===== src/rtl/sync_sequencer.sv =====
// Arm / fire / wire-contact / trigger sequencer for the synchronization block.
// Inputs are synchronized here; all outputs come straight from flops.
module sync_sequencer #(
  parameter int SYNC_STAGES  = 2,
  parameter int CNT_W        = 24,
  parameter int DET_DELAY    = 240_000,
  parameter int DET_WIDTH    = 500,
  parameter int DEBOUNCE     = 50,
  parameter int WIRE_TIMEOUT = 100_000,
  parameter int TRIG_WIDTH   = 50
) (
  input  logic       clock,
  input  logic       reset,
  input  logic       start,
  input  logic       fg_opto,
  input  logic       wire_sensor,
  input  logic       detector_ready,
  output logic       detonator_triggered,
  output logic       output_trigger,
  output logic       busy,
  output logic [2:0] state,
  output logic [1:0] error
);

  typedef enum logic [2:0] {
    IDLE      = 3'd0,
    ARMED     = 3'd1,
    DET_WAIT  = 3'd2,
    DET_FIRE  = 3'd3,
    WIRE_WAIT = 3'd4,
    TRIG      = 3'd5,
    HOLD      = 3'd6
  } state_t;

  localparam logic [CNT_W:0]   DELAY_END   = (CNT_W+1)'(DET_DELAY);
  localparam logic [CNT_W:0]   WIDTH_END   = (CNT_W+1)'(DET_WIDTH);
  localparam logic [CNT_W:0]   TIMEOUT_END = (CNT_W+1)'(WIRE_TIMEOUT);
  localparam logic [CNT_W:0]   TRIG_END    = (CNT_W+1)'(TRIG_WIDTH);
  localparam logic [CNT_W-1:0] DEB_END     = CNT_W'(DEBOUNCE);
  localparam logic [CNT_W-1:0] CNT_ONE     = {{(CNT_W-1){1'b0}}, 1'b1};
  localparam logic [CNT_W-1:0] CNT_MAX     = {CNT_W{1'b1}};

  logic [SYNC_STAGES-1:0] start_sync_r;
  logic [SYNC_STAGES-1:0] fg_sync_r;
  logic [SYNC_STAGES-1:0] wire_sync_r;
  logic [SYNC_STAGES-1:0] ready_sync_r;
  logic                   start_prev_r;
  logic                   fg_prev_r;

  logic                   start_rise_s;
  logic                   fg_rise_s;
  logic                   wire_lvl_s;
  logic                   ready_lvl_s;

  state_t                 state_r;
  state_t                 state_next_s;
  logic [CNT_W-1:0]       cnt_r;
  logic [CNT_W:0]         cnt_plus_s;
  logic                   cnt_clear_s;
  logic [CNT_W-1:0]       deb_r;
  logic                   deb_done_s;
  logic                   fell_r;
  logic                   fell_next_s;
  logic [1:0]             err_r;
  logic [1:0]             err_next_s;
  logic                   det_r;
  logic                   trig_r;
  logic                   busy_r;

  // Synchronizer chains plus the previous synchronized level for edge detection
  always_ff @(posedge clock) begin
    if (!reset) begin
      start_sync_r <= {SYNC_STAGES{1'b0}};
      fg_sync_r    <= {SYNC_STAGES{1'b0}};
      wire_sync_r  <= {SYNC_STAGES{1'b0}};
      ready_sync_r <= {SYNC_STAGES{1'b0}};
      start_prev_r <= 1'b0;
      fg_prev_r    <= 1'b0;
    end else begin
      start_sync_r <= {start_sync_r[SYNC_STAGES-2:0], start};
      fg_sync_r    <= {fg_sync_r[SYNC_STAGES-2:0], fg_opto};
      wire_sync_r  <= {wire_sync_r[SYNC_STAGES-2:0], wire_sensor};
      ready_sync_r <= {ready_sync_r[SYNC_STAGES-2:0], detector_ready};
      start_prev_r <= start_sync_r[SYNC_STAGES-1];
      fg_prev_r    <= fg_sync_r[SYNC_STAGES-1];
    end
  end

  assign start_rise_s = start_sync_r[SYNC_STAGES-1] & ~start_prev_r;
  assign fg_rise_s    = fg_sync_r[SYNC_STAGES-1] & ~fg_prev_r;
  assign wire_lvl_s   = wire_sync_r[SYNC_STAGES-1];
  assign ready_lvl_s  = ready_sync_r[SYNC_STAGES-1];

  // cnt_plus is one bit wider so the end compares stay exact even when saturated
  assign cnt_plus_s = {1'b0, cnt_r} + {{CNT_W{1'b0}}, 1'b1};
  assign deb_done_s = (deb_r >= DEB_END);

  // Next-state, counter-clear, error and HOLD sub-phase decisions
  always_comb begin
    state_next_s = state_r;
    err_next_s   = err_r;
    fell_next_s  = fell_r;
    cnt_clear_s  = 1'b0;
    case (state_r)
      IDLE: begin
        if (start_rise_s) begin
          if (ready_lvl_s) begin
            state_next_s = ARMED;
            err_next_s   = 2'd0;
          end else begin
            err_next_s   = 2'd1;
          end
        end else begin
          state_next_s = IDLE;
        end
      end
      ARMED: begin
        if (fg_rise_s) begin
          state_next_s = DET_WAIT;
          cnt_clear_s  = 1'b1;
        end else begin
          state_next_s = ARMED;
        end
      end
      DET_WAIT: begin
        if (cnt_plus_s == DELAY_END) begin
          state_next_s = DET_FIRE;
          cnt_clear_s  = 1'b1;
        end else begin
          state_next_s = DET_WAIT;
        end
      end
      DET_FIRE: begin
        if (cnt_plus_s == WIDTH_END) begin
          state_next_s = WIRE_WAIT;
        end else begin
          state_next_s = DET_FIRE;
        end
      end
      WIRE_WAIT: begin
        if (deb_done_s) begin
          state_next_s = TRIG;
          cnt_clear_s  = 1'b1;
        end else if (cnt_plus_s >= TIMEOUT_END) begin
          state_next_s = IDLE;
          err_next_s   = 2'd2;
        end else begin
          state_next_s = WIRE_WAIT;
        end
      end
      TRIG: begin
        if (cnt_plus_s == TRIG_END) begin
          state_next_s = HOLD;
          fell_next_s  = 1'b0;
        end else begin
          state_next_s = TRIG;
        end
      end
      HOLD: begin
        if (!fell_r) begin
          if (!ready_lvl_s) begin
            fell_next_s = 1'b1;
          end else begin
            fell_next_s = 1'b0;
          end
        end else if (ready_lvl_s) begin
          state_next_s = IDLE;
        end else begin
          state_next_s = HOLD;
        end
      end
      default: begin
        state_next_s = IDLE;
      end
    endcase
    if ((state_next_s == IDLE) || (state_next_s == ARMED)) begin
      cnt_clear_s = 1'b1;
    end else begin
      cnt_clear_s = cnt_clear_s;
    end
  end

  // Shared saturating delay counter and wire-contact debounce counter
  always_ff @(posedge clock) begin
    if (!reset) begin
      cnt_r <= {CNT_W{1'b0}};
      deb_r <= {CNT_W{1'b0}};
    end else begin
      if (cnt_clear_s) begin
        cnt_r <= {CNT_W{1'b0}};
      end else if (cnt_r != CNT_MAX) begin
        cnt_r <= cnt_r + CNT_ONE;
      end else begin
        cnt_r <= cnt_r;
      end
      if ((state_r == WIRE_WAIT) && wire_lvl_s) begin
        deb_r <= (deb_r != CNT_MAX) ? (deb_r + CNT_ONE) : deb_r;
      end else begin
        deb_r <= {CNT_W{1'b0}};
      end
    end
  end

  // State register and outputs, decoded from the next state so they align with it
  always_ff @(posedge clock) begin
    if (!reset) begin
      state_r <= IDLE;
      fell_r  <= 1'b0;
      err_r   <= 2'd0;
      det_r   <= 1'b0;
      trig_r  <= 1'b0;
      busy_r  <= 1'b0;
    end else begin
      state_r <= state_next_s;
      fell_r  <= fell_next_s;
      err_r   <= err_next_s;
      det_r   <= (state_next_s == DET_FIRE);
      trig_r  <= (state_next_s == TRIG);
      busy_r  <= (state_next_s != IDLE);
    end
  end

  assign detonator_triggered = det_r;
  assign output_trigger      = trig_r;
  assign busy                = busy_r;
  assign state               = state_r;
  assign error               = err_r;

endmodule


===== config.mk =====
export PLATFORM = sky130hd
export DESIGN_NAME = sync_sequencer
export DESIGN_NICKNAME = d
export VERILOG_FILES = /design/src/rtl/sync_sequencer.sv
export SDC_FILE = /design/constraint.sdc
export NUM_CORES = 1
export LEC_CHECK = 0
export ABC_CLOCK_PERIOD_IN_PS = 6800
export CAP_MARGIN = 20
export CORE_MARGIN = 8
export CORE_UTILIZATION = 40
export DETAILED_ROUTE_END_ITERATION = 7
export SETUP_SLACK_MARGIN = 0.2
export SYNTH_ARGS = -nofsm -noshare
export SYNTH_HDL_FRONTEND = slang
export SYNTH_SLANG_ARGS = --single-unit

===== constraint.sdc =====
create_clock -name clock -period 6.8 [get_ports clock]
set_input_delay 0.68 -clock clock [delete_from_list [all_inputs] [get_ports clock]]
set_output_delay 0.68 -clock clock [all_outputs]
set_load 0.02 [all_outputs]

-- Yosys cells after proc, flatten, opt, wreduce, memory -nomap -nowiden
Cells that the tools add are included.
- muxes and demuxes: 25
- reduce and logical (&&, ||, !) cells: 11
- add/subtract/negate cells: 3
- bitwise operators: 5
- eq/ne operators: 18
- order comparisons: 2
- operators by type and width (cell ; count):
    $add 24x1->24 const B ; 2
    $ne 24x24->1 const B ; 2
    $add 24x1->25 const B ; 1
    $eq 25x18->1 const B ; 1
    $eq 25x6->1 const B ; 1
    $eq 25x9->1 const B ; 1
    $ge 25x17->1 const B ; 1
    $ge 24x6->1 const B ; 1
    $mux 3 ; 7
    $pmux 3 s7 ; 1
    $eq 3x3->1 const B ; 4
    $mux 2 ; 5
    $eq 3x2->1 const B ; 3
    $mux 1 ; 9
    $ne 2x2->1 const B ; 4
    $eq 3x1->1 const B ; 2
    $logic_not 3->1 ; 2
    $pmux 2 s2 ; 1
    $reduce_and 2->1 ; 2
    $reduce_and 4->1 ; 1
    $reduce_bool 2->1 ; 2
    $not 1->1 ; 3
    $pmux 1 s3 ; 1
    $reduce_bool 3->1 ; 1
    5 further kinds ; 6
- word-level logic and storage cells: 78
- bits in registers: 67
- output and inout port bits: 8

-- Longest topological paths before layout
- word-level depth: 9
- mapped depth: 12
- gate-level depth less buffers: 9

-- Worst setup path before layout
OpenSTA, ideal clock, no wires.
- kind: register to register
- start: register cnt_r[0]
- end: register busy_r (netlist: busy)
- buffers on the path: 1
- cell stages (with the launch flop): 10
- slack: 3.836 ns
- required time: 6.680 ns
- clock period less this slack: 2.964 ns
- setup time: 0.120 ns
- data arrival time: 2.845 ns
- path through: dfxtp_1 ha_1 nand3_2 nor4_2 nand4_1 and4_1 buf_6 a41o_1 a311o_1 a211o_1
- longest elaborated chain between the ends: 6
- elaborated cells between the ends (all ways): 12
- those cells by class: add/sub (1); order compare (1); eq/ne (3); mux (6); reduce/logical (1)
- ends and longest elaborated chain (element ; line ; source):
    start, declared ; 57 ; logic [CNT_W-1:0] cnt_r;
    start signal, assigned ; 186 ; cnt_r <= {CNT_W{1'b0}};
    start signal, assigned ; 190 ; cnt_r <= {CNT_W{1'b0}};
    start signal, assigned ; 192 ; cnt_r <= cnt_r + CNT_ONE;
    $add 24x1->25 (*) ; 95 ; assign cnt_plus_s = {1'b0, cnt_r} + {{CNT_W{1'b0}}, 1'b1};
    $ge 25x17->1 ; 144 ; end else if (cnt_plus_s >= TIMEOUT_END) begin
    $mux 3 ; 144 ;
    $mux 3 ; 141 ; if (deb_done_s) begin
    $pmux 3 s7 (*) ; 104 ; case (state_r)
    $reduce_bool 3->1 (*) ; 219 ; busy_r <= (state_next_s != IDLE);
    end signal, assigned ; 219 ;
    end, declared ; 68 ; logic busy_r;
Mark *: on every way between the ends. The rest lies on a longest branch, timed or not.
A chain may end at the register's enable or synchronous reset.

-- Worst setup path in the final report
- start: register cnt_r[8]
- end: register cnt_r[22]
- longest elaborated chain between the ends: 9
- elaborated cells between the ends (all ways): 20
- those cells by class: add/sub (2); order compare (1); eq/ne (5); mux (9); reduce/logical (3)
- ends and longest elaborated chain (element ; line ; source):
    $add 24x1->25 ; 95 ;
    $ge 25x17->1 ; 144 ;
    $mux 3 ; 144 ;
    $mux 3 ; 141 ;
    $pmux 3 s7 ; 104 ;
    $eq 3x1->1 / $logic_not 3->1 (equally long branches) ; 176 ; if ((state_next_s == IDLE) || (state_next_s == ARMED)) begin
    $logic_or 1x1->1 ; 176 ;
    $mux 1 ; 176 ;
    $reduce_or 2->1 (no line) ; - ;
Several ways; a longest one is shown, not always the timed one.

==> impl_metrics.toml <==
[timing]
totalNegativeSetupSlack_ns = 0
slew_headroom_pct = 37.1
finClkSkew_ns = 0.0191
period_needed_ns = 3.63
worst_pin_slew_ns = 0.941
setup_viol = 0
finalHoldWorstSlack_ns = 0.440
grt_setup_unrepaired = "no"
hold_viol_final = 0
max_freq_mhz = 276
timing.final.crit_share_pct = 53.4
maxSlewViolCount = 0
setup_slack_ns = 3.17

[floorplanning]
die_area_um2 = 12400
die_x_um = 112
coreArea_um2 = 9060
io_pins = 14
die_h_um = 112
rows = 35
start_util_pct = 40.3

[clock_tree]
clk_pin_slew_ns = 0.09
cts.sinks = 67
cts_setup_buffers = 0
ctsResizeCount = 0
cts-buffers-inserted = 9
tritoncts = "built"
cts_hold_buf = 0
insertion_delay_ns = 0.35
htreeDepth = 3
cts_root_buf = "clkbuf_8"
clockBufferDepth = 2

[routing]
postRouteAntennaNets = 0
drc = 0
drtIter0Drc = 104
routed_wl_mm = 7.72
routed-via-count = 2994
drtPass1Iterations = 4
via_per_inst = 5.45
wl_per_cell_um = 14.1

[critical_path]
critPathKind = "reg -> reg"
startpoint = "cnt_r[8]$_SDFFE_PP0P_"
start_kind = "register"
end_kind = "register"
cp.required_ns = 7.04
rr_startpoint = "cnt_r[8]$_SDFFE_PP0P_"
critPathArrivalTime_ns = 3.87
reg2reg_slack_ns = 3.17
cp_max_fo = 24

[power]
p_per_area_nw_per_um2 = 179
p_leak_nw = 1.29
p_switching_mw = 0.178
p_seq_share_pct = 55.5
peakVddDrop_mv = 0.123
power_mw = 0.713
power_frac_comb_pct = 1.4
switching_share_pct = 24.9
p_int_mw = 0.536
p_clk_share_pct = 43.0

[cells_and_area]
fin_cells = 549
area_growth_pct = 8.98
finish.instance_area_um2 = 3980
drive_gt1_share_pct = 10.3
utilization_pct = 43.9
diodes = 0
nets = 444

[run]
maxCapViolCount = 0

[synthesis]
ys_seq_area_share_pct = 36.8
syn_area_um2 = 3650
synth-seq-cells = 67
synth_edf_count = 0
synth_warnings = 0
synthFlopType = "dfxtp_1"
syn_nets = 444
synthArstFlopShare_pct = 0
syn_inst = 433
syn_area_per_cell_um2 = 8.43
synth_cell_types = 60

[global_route]
grt_start_max_net_pins = 25
grt_pass1_vias = 2745
grt.overflow.total = 0
antenna_found_initial = 0
track_usage_pct = 12.4
grt_first_pass_wirelength_mm = 13.0

[placement]
placed_area_um2 = 3800
dpl.hpwl_mm = 5.21
dp_slack_ns = 3.20
dp_cells = 533
port_buffers = 13
place.gp.congestion = 0.875

[worst_hold_path]
hp-class = "reg -> reg"
hp-start = "wire_sync_r[0]$_SDFF_PN0_"

[status]
status = "completed"
metal layers:
metal  share of wire, %  wire length (µm)  vias to the layer above  track usage, %
met5                  0                 0                        -               0
met4               0.73                56                        0            2.46
met3                3.0               235                        4            3.79
met2                 43              3340                       34            19.0
met1                 53              4090                     1409            16.7
li1                   -                 -                     1547               -
worst paths after layout:
path	end	cells past startpoint
hold reg to reg	wire_sync_r[1]$_SDFF_PN0_	1
hold / removal	wire_sync_r[1]$_SDFF_PN0_	1
setup / recovery	cnt_r[22]$_SDFFE_PP0P_	8
setup reg to reg	cnt_r[22]$_SDFFE_PP0P_	8
synth_stat cells, types with 2 or more instances:
master | instances | area [µm²]
dfxtp_1 | 67 | 1340
nor2_1 | 39 | 146
nand2_1 | 31 | 116
xnor2_1 | 28 | 245
and2_1 | 23 | 144
nor3_1 | 19 | 95.1
clkbuf_1 | 18 | 67.6
nand3_1 | 18 | 90.1
a21oi_2 | 17 | 149
inv_1 | 15 | 56.3
xor2_1 | 15 | 131
nand4_1 | 13 | 81.3
a21oi_1 | 12 | 60.1
a31oi_1 | 12 | 75.1
and3_1 | 10 | 62.6
o21ai_0 | 9 | 45.0
nor4_1 | 8 | 50.1
and4_1 | 6 | 52.6
ha_1 | 5 | 62.6
or3_1 | 5 | 31.3
a211oi_1 | 4 | 30.0
nor2b_1 | 4 | 25.0
nor3b_1 | 4 | 30.0
a41o_1 | 3 | 30.0
buf_6 | 3 | 33.8
or4_1 | 3 | 22.5
a211o_1 | 2 | 17.5
a311oi_1 | 2 | 17.5
a41oi_1 | 2 | 17.5
buf_4 | 2 | 15.0
nand2b_1 | 2 | 12.5
o21a_1 | 2 | 15.0
o22ai_1 | 2 | 12.5
o31ai_1 | 2 | 15.0
final cells by class:
cell class	instances	area [µm²]
repair buffers	14	138
well taps	111	139
clock inverters	7	52.6
clock buffers	9	124
inverters	15	56.3
fillers	930	5090
flip-flops and latches	67	1340
multi-input cells	326	2130
layout by cell type (no fill, tap or decap), types with 3 or more instances in the layout:
| master | netlist | routed |
|---|---|---|
| dfxtp_1 | 67 | 67 |
| and4_1 | 6 | 6 |
| nand3_1 | 18 | 18 |
| nor3b_1 | 4 | 4 |
| and2_1 | 23 | 23 |
| nand2_1 | 31 | 31 |
| nand4_1 | 13 | 13 |
| xor2_1 | 15 | 15 |
| clkdlybuf4s50_1 | 0 | 13 |
| inv_1 | 15 | 15 |
| nor3_1 | 19 | 19 |
| ha_1 | 5 | 5 |
| a21oi_1 | 12 | 12 |
| o21ai_0 | 9 | 9 |
| or4_1 | 3 | 3 |
| clkbuf_8 | 0 | 9 |
| a41o_1 | 3 | 3 |
| a21oi_2 | 17 | 17 |
| nor4_1 | 8 | 8 |
| a211oi_1 | 4 | 4 |
| nor2_1 | 39 | 39 |
| or3_1 | 5 | 5 |
| and3_1 | 10 | 10 |
| xnor2_1 | 28 | 28 |
| nor2b_1 | 4 | 4 |
| a31oi_1 | 12 | 12 |
flip-flops by register name, summed over array words and instances, names as in the netlist:
signal,cells
error,2
output_trigger,1
fg_prev_r,1
detonator_triggered,1
start_prev_r,1
deb_r,24
ready_sync_r,2
state,3
fg_sync_r,2
fell_r,1
wire_sync_r,2
busy,1
start_sync_r,2
cnt_r,24
logic make-up after synthesis:
group / Yosys count / share of synthesized area, %
adders and majority gates: 5 / 1.71
buffers and inverters: 40 / 4.97
DFF: 67 / 36.8
AOI/OAI and AO/OA: 80 / 16.4
muxes: 1 / 0.274
and+or+nand+nor: 197 / 29.6
xor gates and xnor gates: 43 / 10.3
power by group through the flow:
| stage | Clock [mW] | Sequential (mW) | Combinational (mW) |
|---|---|---|---|
| after floorplan | 0 | 0.406 | 0.00538 |
| after global placement | 0 | 0.405 | 0.0103 |
| after detailed placement | 0 | 0.405 | 0.0103 |
| after CTS | 0.318 | 0.396 | 0.0104 |
| after global routing | 0.334 | 0.397 | 0.0114 |
| final | 0.307 | 0.396 | 0.0102 |
critical path, stage by stage (launching register included):
cell	delay (ns)
dfxtp_1	0.59
nand4_1	0.30
or4_1	0.73
nor3_2	0.28
xnor2_1	0.16
and4_1	0.37
a41oi_2	0.23
a311o_4	0.61
a311oi_1	0.24
Power figures use the tool's default switching activity.
